**src/rtl/selector81_arbiter.sv**
```systemverilog
// selector81_arbiter: round-robin arbiter owning a shared 8:1 data selector with a bounded hold time
module selector81_arbiter #(
    parameter int HOLD_MAX = 15
) (
    input  logic       iClk,
    input  logic       iRst,
    input  logic [7:0] iReq,
    input  logic       iDone,
    input  logic [7:0] iC,
    output logic       oS2,
    output logic       oS1,
    output logic       oS0,
    output logic [7:0] oGnt,
    output logic       oValid,
    output logic       oZ,
    output logic       oTimeout
);
    typedef enum logic [1:0] {IDLE, GRANT, RELEASE} state_t;

    localparam logic [3:0] LAST = 4'(HOLD_MAX - 1);

    state_t     state_q, state_d;
    logic [2:0] sel_q, sel_d;
    logic [2:0] ptr_q, ptr_d;
    logic [3:0] cnt_q, cnt_d;
    logic       tmo_q, tmo_d;
    logic [2:0] pick;
    logic       hit;
    logic [2:0] code;

    // first requester at or after the pointer, wrapping mod 8
    always_comb begin
        pick = ptr_q;
        hit  = 1'b0;
        for (int i = 0; i < 8; i++) begin
            if (!hit && iReq[ptr_q + 3'(i)]) begin
                pick = ptr_q + 3'(i);
                hit  = 1'b1;
            end
        end
    end

    // next state: owner release has priority over a dropped request, which beats the hold limit
    always_comb begin
        state_d = state_q;
        sel_d   = sel_q;
        ptr_d   = ptr_q;
        cnt_d   = cnt_q;
        tmo_d   = 1'b0;
        case (state_q)
            IDLE: begin
                if (hit) begin
                    state_d = GRANT;
                    sel_d   = pick;
                    cnt_d   = 4'd0;
                end
            end
            GRANT: begin
                if (iDone || !iReq[sel_q]) begin
                    state_d = RELEASE;
                    ptr_d   = sel_q + 3'd1;
                end else if (cnt_q == LAST) begin
                    state_d = RELEASE;
                    ptr_d   = sel_q + 3'd1;
                    tmo_d   = 1'b1;
                end else begin
                    cnt_d = cnt_q + 4'd1;
                end
            end
            RELEASE: state_d = IDLE;
            default: state_d = IDLE;
        endcase
    end

    // state registers, cleared asynchronously
    always_ff @(posedge iClk or posedge iRst) begin
        if (iRst) begin
            state_q <= IDLE;
            sel_q   <= 3'd0;
            ptr_q   <= 3'd0;
            cnt_q   <= 4'd0;
            tmo_q   <= 1'b0;
        end else begin
            state_q <= state_d;
            sel_q   <= sel_d;
            ptr_q   <= ptr_d;
            cnt_q   <= cnt_d;
            tmo_q   <= tmo_d;
        end
    end

    // grant outputs decode registers only; oZ is the one path from iC
    always_comb begin
        oValid   = (state_q == GRANT);
        code     = oValid ? sel_q : 3'd0;
        oGnt     = oValid ? (8'd1 << sel_q) : 8'd0;
        oZ       = oValid ? iC[sel_q] : 1'b0;
        oTimeout = tmo_q;
        {oS2, oS1, oS0} = code;
    end
endmodule

```
**config.mk**
```make
export PLATFORM = sky130hd
export DESIGN_NAME = selector81_arbiter
export DESIGN_NICKNAME = d
export VERILOG_FILES = /design/src/rtl/selector81_arbiter.sv
export SDC_FILE = /design/constraint.sdc
export NUM_CORES = 1
export LEC_CHECK = 0
export CAP_MARGIN = 20
export CORE_MARGIN = 3
export CORE_UTILIZATION = 55
export DETAILED_ROUTE_END_ITERATION = 8
export PLACE_DENSITY = 0.9
export SLEW_MARGIN = 25
export SYNTH_ARGS = -nofsm -noshare
export SYNTH_HDL_FRONTEND = slang
export SYNTH_SLANG_ARGS = --single-unit
```
**constraint.sdc**
```tcl
create_clock -name iClk -period 8.1 [get_ports iClk]
set_input_delay 0.81 -clock iClk [delete_from_list [all_inputs] [get_ports iClk]]
set_output_delay 0.81 -clock iClk [all_outputs]
set_load 0.02 [all_outputs]
```
After elaboration in Yosys (flattened, before gate mapping)
Cells that the tools add are included.
{"block": "word_totals", "ff_bits": 13, "in_bits": 19, "out_inout_bits": 14, "wordCells": 104}
{"block": "op_classes", "add_sub_neg": 9, "n_lt_le_gt_ge": 9, "n_eq_ne": 6, "shifts": 1, "muxes": 51, "reduce_logical": 23}
{"cell": "$lt A3 B4 Y1 const B", "n": 9}
{"cell": "$bmux W1 S3", "n": 10}
{"cell": "$mux W3", "n": 10}
{"cell": "$mux W1", "n": 22}
{"cell": "$add A3 B3 Y3 const B", "n": 4}
{"cell": "$mux W4", "n": 3}
{"cell": "$logic_not A1 Y1", "n": 8}
{"cell": "$mux W8", "n": 1}
{"cell": "$pmux W4 S2", "n": 1}
{"cell": "$shl A1 B3 Y8 const A", "n": 1}
{"cell": "$logic_and A1 B1 Y1", "n": 7}
{"cell": "$add A3 B1 Y3 const B", "n": 2}
{"cell": "$add A3 B2 Y3 const B", "n": 2}
{"cell": "$mux W2", "n": 3}
{"cell": "$ne A2 B2 Y1 const B", "n": 3}
{"cell": "$reduce_and A2 Y1", "n": 3}
{"cell": "$add A4 B1 Y4 const B", "n": 1}
{"cell": "$eq A4 B4 Y1 const B", "n": 1}
{"cell": "$pmux W2 S2", "n": 1}
{"cell": "$reduce_and A4 Y1", "n": 1}
{"cell": "$reduce_bool A2 Y1", "n": 2}
{"cell": "$ne A3 B1 Y1 const B", "n": 1}
{"cell": "$eq A2 B1 Y1 const B", "n": 1}
{"cell": "$logic_not A2 Y1", "n": 1}
{"cell": "$logic_or A1 B1 Y1", "n": 1}

Logic depth before layout (Yosys ltp)
{"block": "logic_depth", "ltp_word": 26, "ltp_mapped": 12, "ltp_nobuf": 9}

Worst setup path after synthesis
No wires, ideal clock.
{"block": "synth_timing", "path_kind": "register to register", "start": "reg ptr_q[0]", "end": "reg cnt_q[1]", "setup_ns": 0.127, "t_arrival_ns": 3.372, "t_required_ns": 7.973, "setup_slack_ns": 4.600, "stages_incl_launch_ff": 12, "path_buffers": 2, "synth_period_minus_slack_ns": 3.500, "path_cell_list": "dfrtp_1 > buf_2 > inv_1 > ha_1 > buf_6 > mux4_1 > mux4_2 > nor4b_4 > nand2_2 > o21a_4 > nor2_4 > mux2_1"}
{"block": "synth_via", "elab_chain_cells": 26, "elab_cells_between_ends": 47, "classes_between": "add/sub (7); eq/ne (1); mux (24); reduce/logical (15)"}
{"element": "from (decl)", "line_no": "24", "text": "logic [2:0] ptr_q, ptr_d;"}
{"element": "from (signal assigned)", "line_no": "86", "text": "ptr_q <= ptr_d;"}
{"element": "branches (longest 23 deep; another with $add A3 B1 Y3)"}
{"element": "$mux W1 (*)", "line_no": "36", "text": "if (!hit && iReq[ptr_q + 3'(i)]) begin"}
{"element": "$ne A2 B2 Y1 (no source line) (*)"}
{"element": "$reduce_and A4 Y1 (no source line) (*)"}
{"element": "to (signal assigned)", "line_no": "87", "text": "cnt_q <= cnt_d;"}
{"element": "to (decl)", "line_no": "25", "text": "logic [3:0] cnt_q, cnt_d;"}
Every way passes the cells marked *. The select of a mux whose other input is x is not followed.
A chain may end at the register's enable or synchronous reset.

Worst setup path after layout
Same ends and word-level chain as after synthesis.

==> impl_metrics.tcl <==
set metrics [dict create \
    status "complete, no violations" \
    antenna_left 0 \
    fin_ws_ps 3869 \
    diodes 0 \
    grt_pass1_vias 1617 \
    cts_resized 0 \
    first_pass_iters 4 \
    fin_tns_setup_ps 0 \
    grt_antenna_before_repair 0 \
    die_w_um 62.54 \
    clock-root-buffer "clkbuf_4" \
    cts_tree "yes" \
    place_congestion 0.9509 \
    fin_skew_ps 5.477 \
    fillers 214 \
    synth_area_leader_cell "dfrtp_1" \
    reg2reg_to "cnt_q[1]$_DFFE_PP0P_" \
    place_inst 241 \
    synth_cell_type_count 49 \
    timing.rr.start "ptr_q[0]$_DFFE_PP0P_" \
    startpoint_type "flip-flop" \
    final_area_sq_mm 0.002107 \
    timing.critical_path.buf_inv 1 \
    clkTransAtPathRegs_ps 80 \
    clkLatencyLatePin_ps 270 \
    rows 19 \
    clkSinkCount 13 \
    drt-initial-drc-count 92 \
    fin_nets 233 \
    h-tree-depth 1 \
    post-cts-setup-buffer-count 0 \
    period_share_pct 52.24 \
    wl_per_cell_um 17.96 \
    arrival_ps 4380 \
    rrSetupSlack_ps 3870 \
    slew_viol_final 0 \
    post-route-min-period_ps 4231 \
    hold_violations 0 \
    cap_viol_max_count 0 \
    cp.required_ps 8250 \
    syn_area_per_cell_sq_um 9.988 \
    worstPathCellList "inv_1 -> ha_1 -> mux4_1 -> mux4_2 -> nor4b_4 -> nand2_2 -> o21a_4 -> nor2_4 -> mux2_1" \
    grt_usage_pct 24.16 \
    drive_gt1_share_pct 14.29 \
    grt_max_degree 18 \
    areaGrowthSynthToFinish_pct 19.86 \
    via_per_inst 6.343 \
    grt_pass1_wl_mm 7.679 \
    pre_cts_ws_ps 3906 \
    synth_cells 176 \
    io_buffers 32 \
    cp_top_family "multiplexers" \
    crit_type "flip-flop to flip-flop" \
    worst_hold_slack_ps 562.8 \
    end_kind "flip-flop" \
    synth_top_area_share_pct 18.51 \
    relSlewSlack_pct 58.79 \
    slowest_delay_ps 730 \
    r2r_cells 9 \
    initial_utilization_pct 60.61 \
    final_cells 245 \
    cts_buffer_depth 2 \
    endpoint "cnt_q[1]$_DFFE_PP0P_" \
    drc_errors 0 \
    setup_viol 0 \
    synth.net_count 205 \
    yosys-top-cells-area "dfrtp_1 19%, mux4_2 17%, ha_1 7.1%" \
    crit_start "ptr_q[0]$_DFFE_PP0P_" \
    core_sq_mm 0.002900 \
    path_depth 9 \
    hp-class "flip-flop to flip-flop" \
    dpl.hpwl_mm 3.554 \
    finalWirelength_mm 4.401 \
    hold_buffers 0 \
    yosysWarnings 0 \
    p_leak_nw 0.8870 \
    power.density_mw_per_mm2 455.8 \
    synthesis.area_sq_mm 0.001758 \
    yosysSeqAreaShare_pct 18.51 \
    crit_path_max_fanout 14 \
    ir_drop_v 0.0003291 \
    fmax_ghz 0.2363 \
    cts_made_buffers 3 \
    rsz0062_at_grt "false" \
    tightest_slew_ps 618.2 \
    cp_slowest_cell "ha_1" \
    placed_area_sq_mm 0.002081 \
    ys_ff_latch 13 \
    design.portCount 33 \
    vias 1554 \
    dieArea_sq_mm 0.003911 \
    fp.dieH_um 62.54 \
    grt-ovfl-total 0 \
]
## power by group
group          total [W]  internal [W]  switching [W]
combinational   0.000769      0.000364       0.000405
sequential      0.000152     0.0000897      0.0000622
clock          0.0000396     0.0000191      0.0000205
## routing by layer
metal  GRT usage (%)  routed length, um
met5               0                  0
met1           28.62               1760
met3           5.396                324
met2           43.28               2220
met4           7.438                 97
## stage by stage
stage,total power [W],utilization (%)
5_1_grt,0.001039,72.65
2_1_floorplan,0.0007511,-
4_1_cts,0.0009478,72.65
3_5_place_dp,0.0009052,71.74
3_3_place_gp,0.0008775,71.74
6_report,0.0009604,72.65
## cell families (layout without fill, tap and decap cells)
kind of cell / count (synthesis) / in the layout / share of synthesized area, %
compound gates: 34 / 34 / 15.16
xor+xnor: 6 / 6 / 2.989
fa+ha+maj: 10 / 10 / 7.117
buf+inv: 26 / 53 / 6.476
flops: 13 / 13 / 18.51
mux: 33 / 33 / 33.17
simple gates: 54 / 54 / 16.58
## worst min-delay path by stage
| stage | end | from | cells after the start |
|---|---|---|---|
| final | cnt_q[3]$_DFFE_PP0P_ | cnt_q[3]$_DFFE_PP0P_ | 2 |
| after global placement | cnt_q[1]$_DFFE_PP0P_ | cnt_q[1]$_DFFE_PP0P_ | 1 |
| after detailed placement | cnt_q[3]$_DFFE_PP0P_ | cnt_q[3]$_DFFE_PP0P_ | 2 |
| after global routing | sel_q[1]$_DFFE_PP0P_ | state_q[1]$_DFFE_PP0P_ | 3 |
| after floorplan | cnt_q[3]$_DFFE_PP0P_ | cnt_q[3]$_DFFE_PP0P_ | 2 |
| after CTS | sel_q[1]$_DFFE_PP0P_ | state_q[1]$_DFFE_PP0P_ | 3 |
## cells in the final DEF (no fill, tap or decap), drive strengths merged, types with 2 or more instances in the layout
master,count
o311ai,2
o32ai,2
and2,4
and3,7
nand2,16
mux2i,8
nand3b,2
a21oi,2
dfrtp,13
o211ai,2
clkdlybuf4s50,32
inv,17
mux2,8
nor2,13
a31oi,2
nor2b,3
mux4,17
xor2,2
clkbuf,4
ha,10
xnor2,4
nand3,3
nand2b,2
o21ai,10
a211o,2
o21bai,2
## area by class of cell
type                       instances  area (sq um)  share of cell area [%]
clock buffer                       4         26.28                   1.247
inverter                          17         63.81                   3.029
multi-input combinational        137          1319                   62.59
sequential                        13         325.3                   15.44
tap                               42         52.55                   2.494
timing repair buffer              32         320.3                   15.20
## worst register-to-register path: cells and delay by family, from the launching register on
family,cells,cell delay [ps]
adder cells (fa/ha/maj),1,730
AO/OA/AOI/OAI,1,240
AND/OR/NAND/NOR,3,610
flip-flops,1,720
multiplexers,3,1520
buffers and inverters,1,290
## state kept, by name (all words and copies together) (netlist names)
| register | count |
|---|---|
| oTimeout | 1 |
| state_q | 2 |
| sel_q | 3 |
| ptr_q | 3 |
| cnt_q | 4 |
## cell usage after synthesis (all sizes together)
cell type,number
nor4b,1
a211o,2
o21ai,10
nand4,1
a21oi,2
inv,17
o41ai,1
o22ai,1
mux4,17
mux2,8
a2bb2oi,1
ha,10
nor4,1
nand2,16
o211ai,2
a31oi,2
o2bb2ai,1
clkbuf,6
o21bai,2
nor3,1
nor2,13
dfrtp,13
nand3,3
nand3b,2
o21a,1
o311ai,2
a311oi,1
buf,3
mux2i,8
and3,7
a32o,1
nand2b,2
nor2b,3
o32ai,2
a2111oi,1
xor2,2
a21boi,1
xnor2,4
and2,4
a221oi,1
No activity file was read; power rests on OpenSTA's default activity.
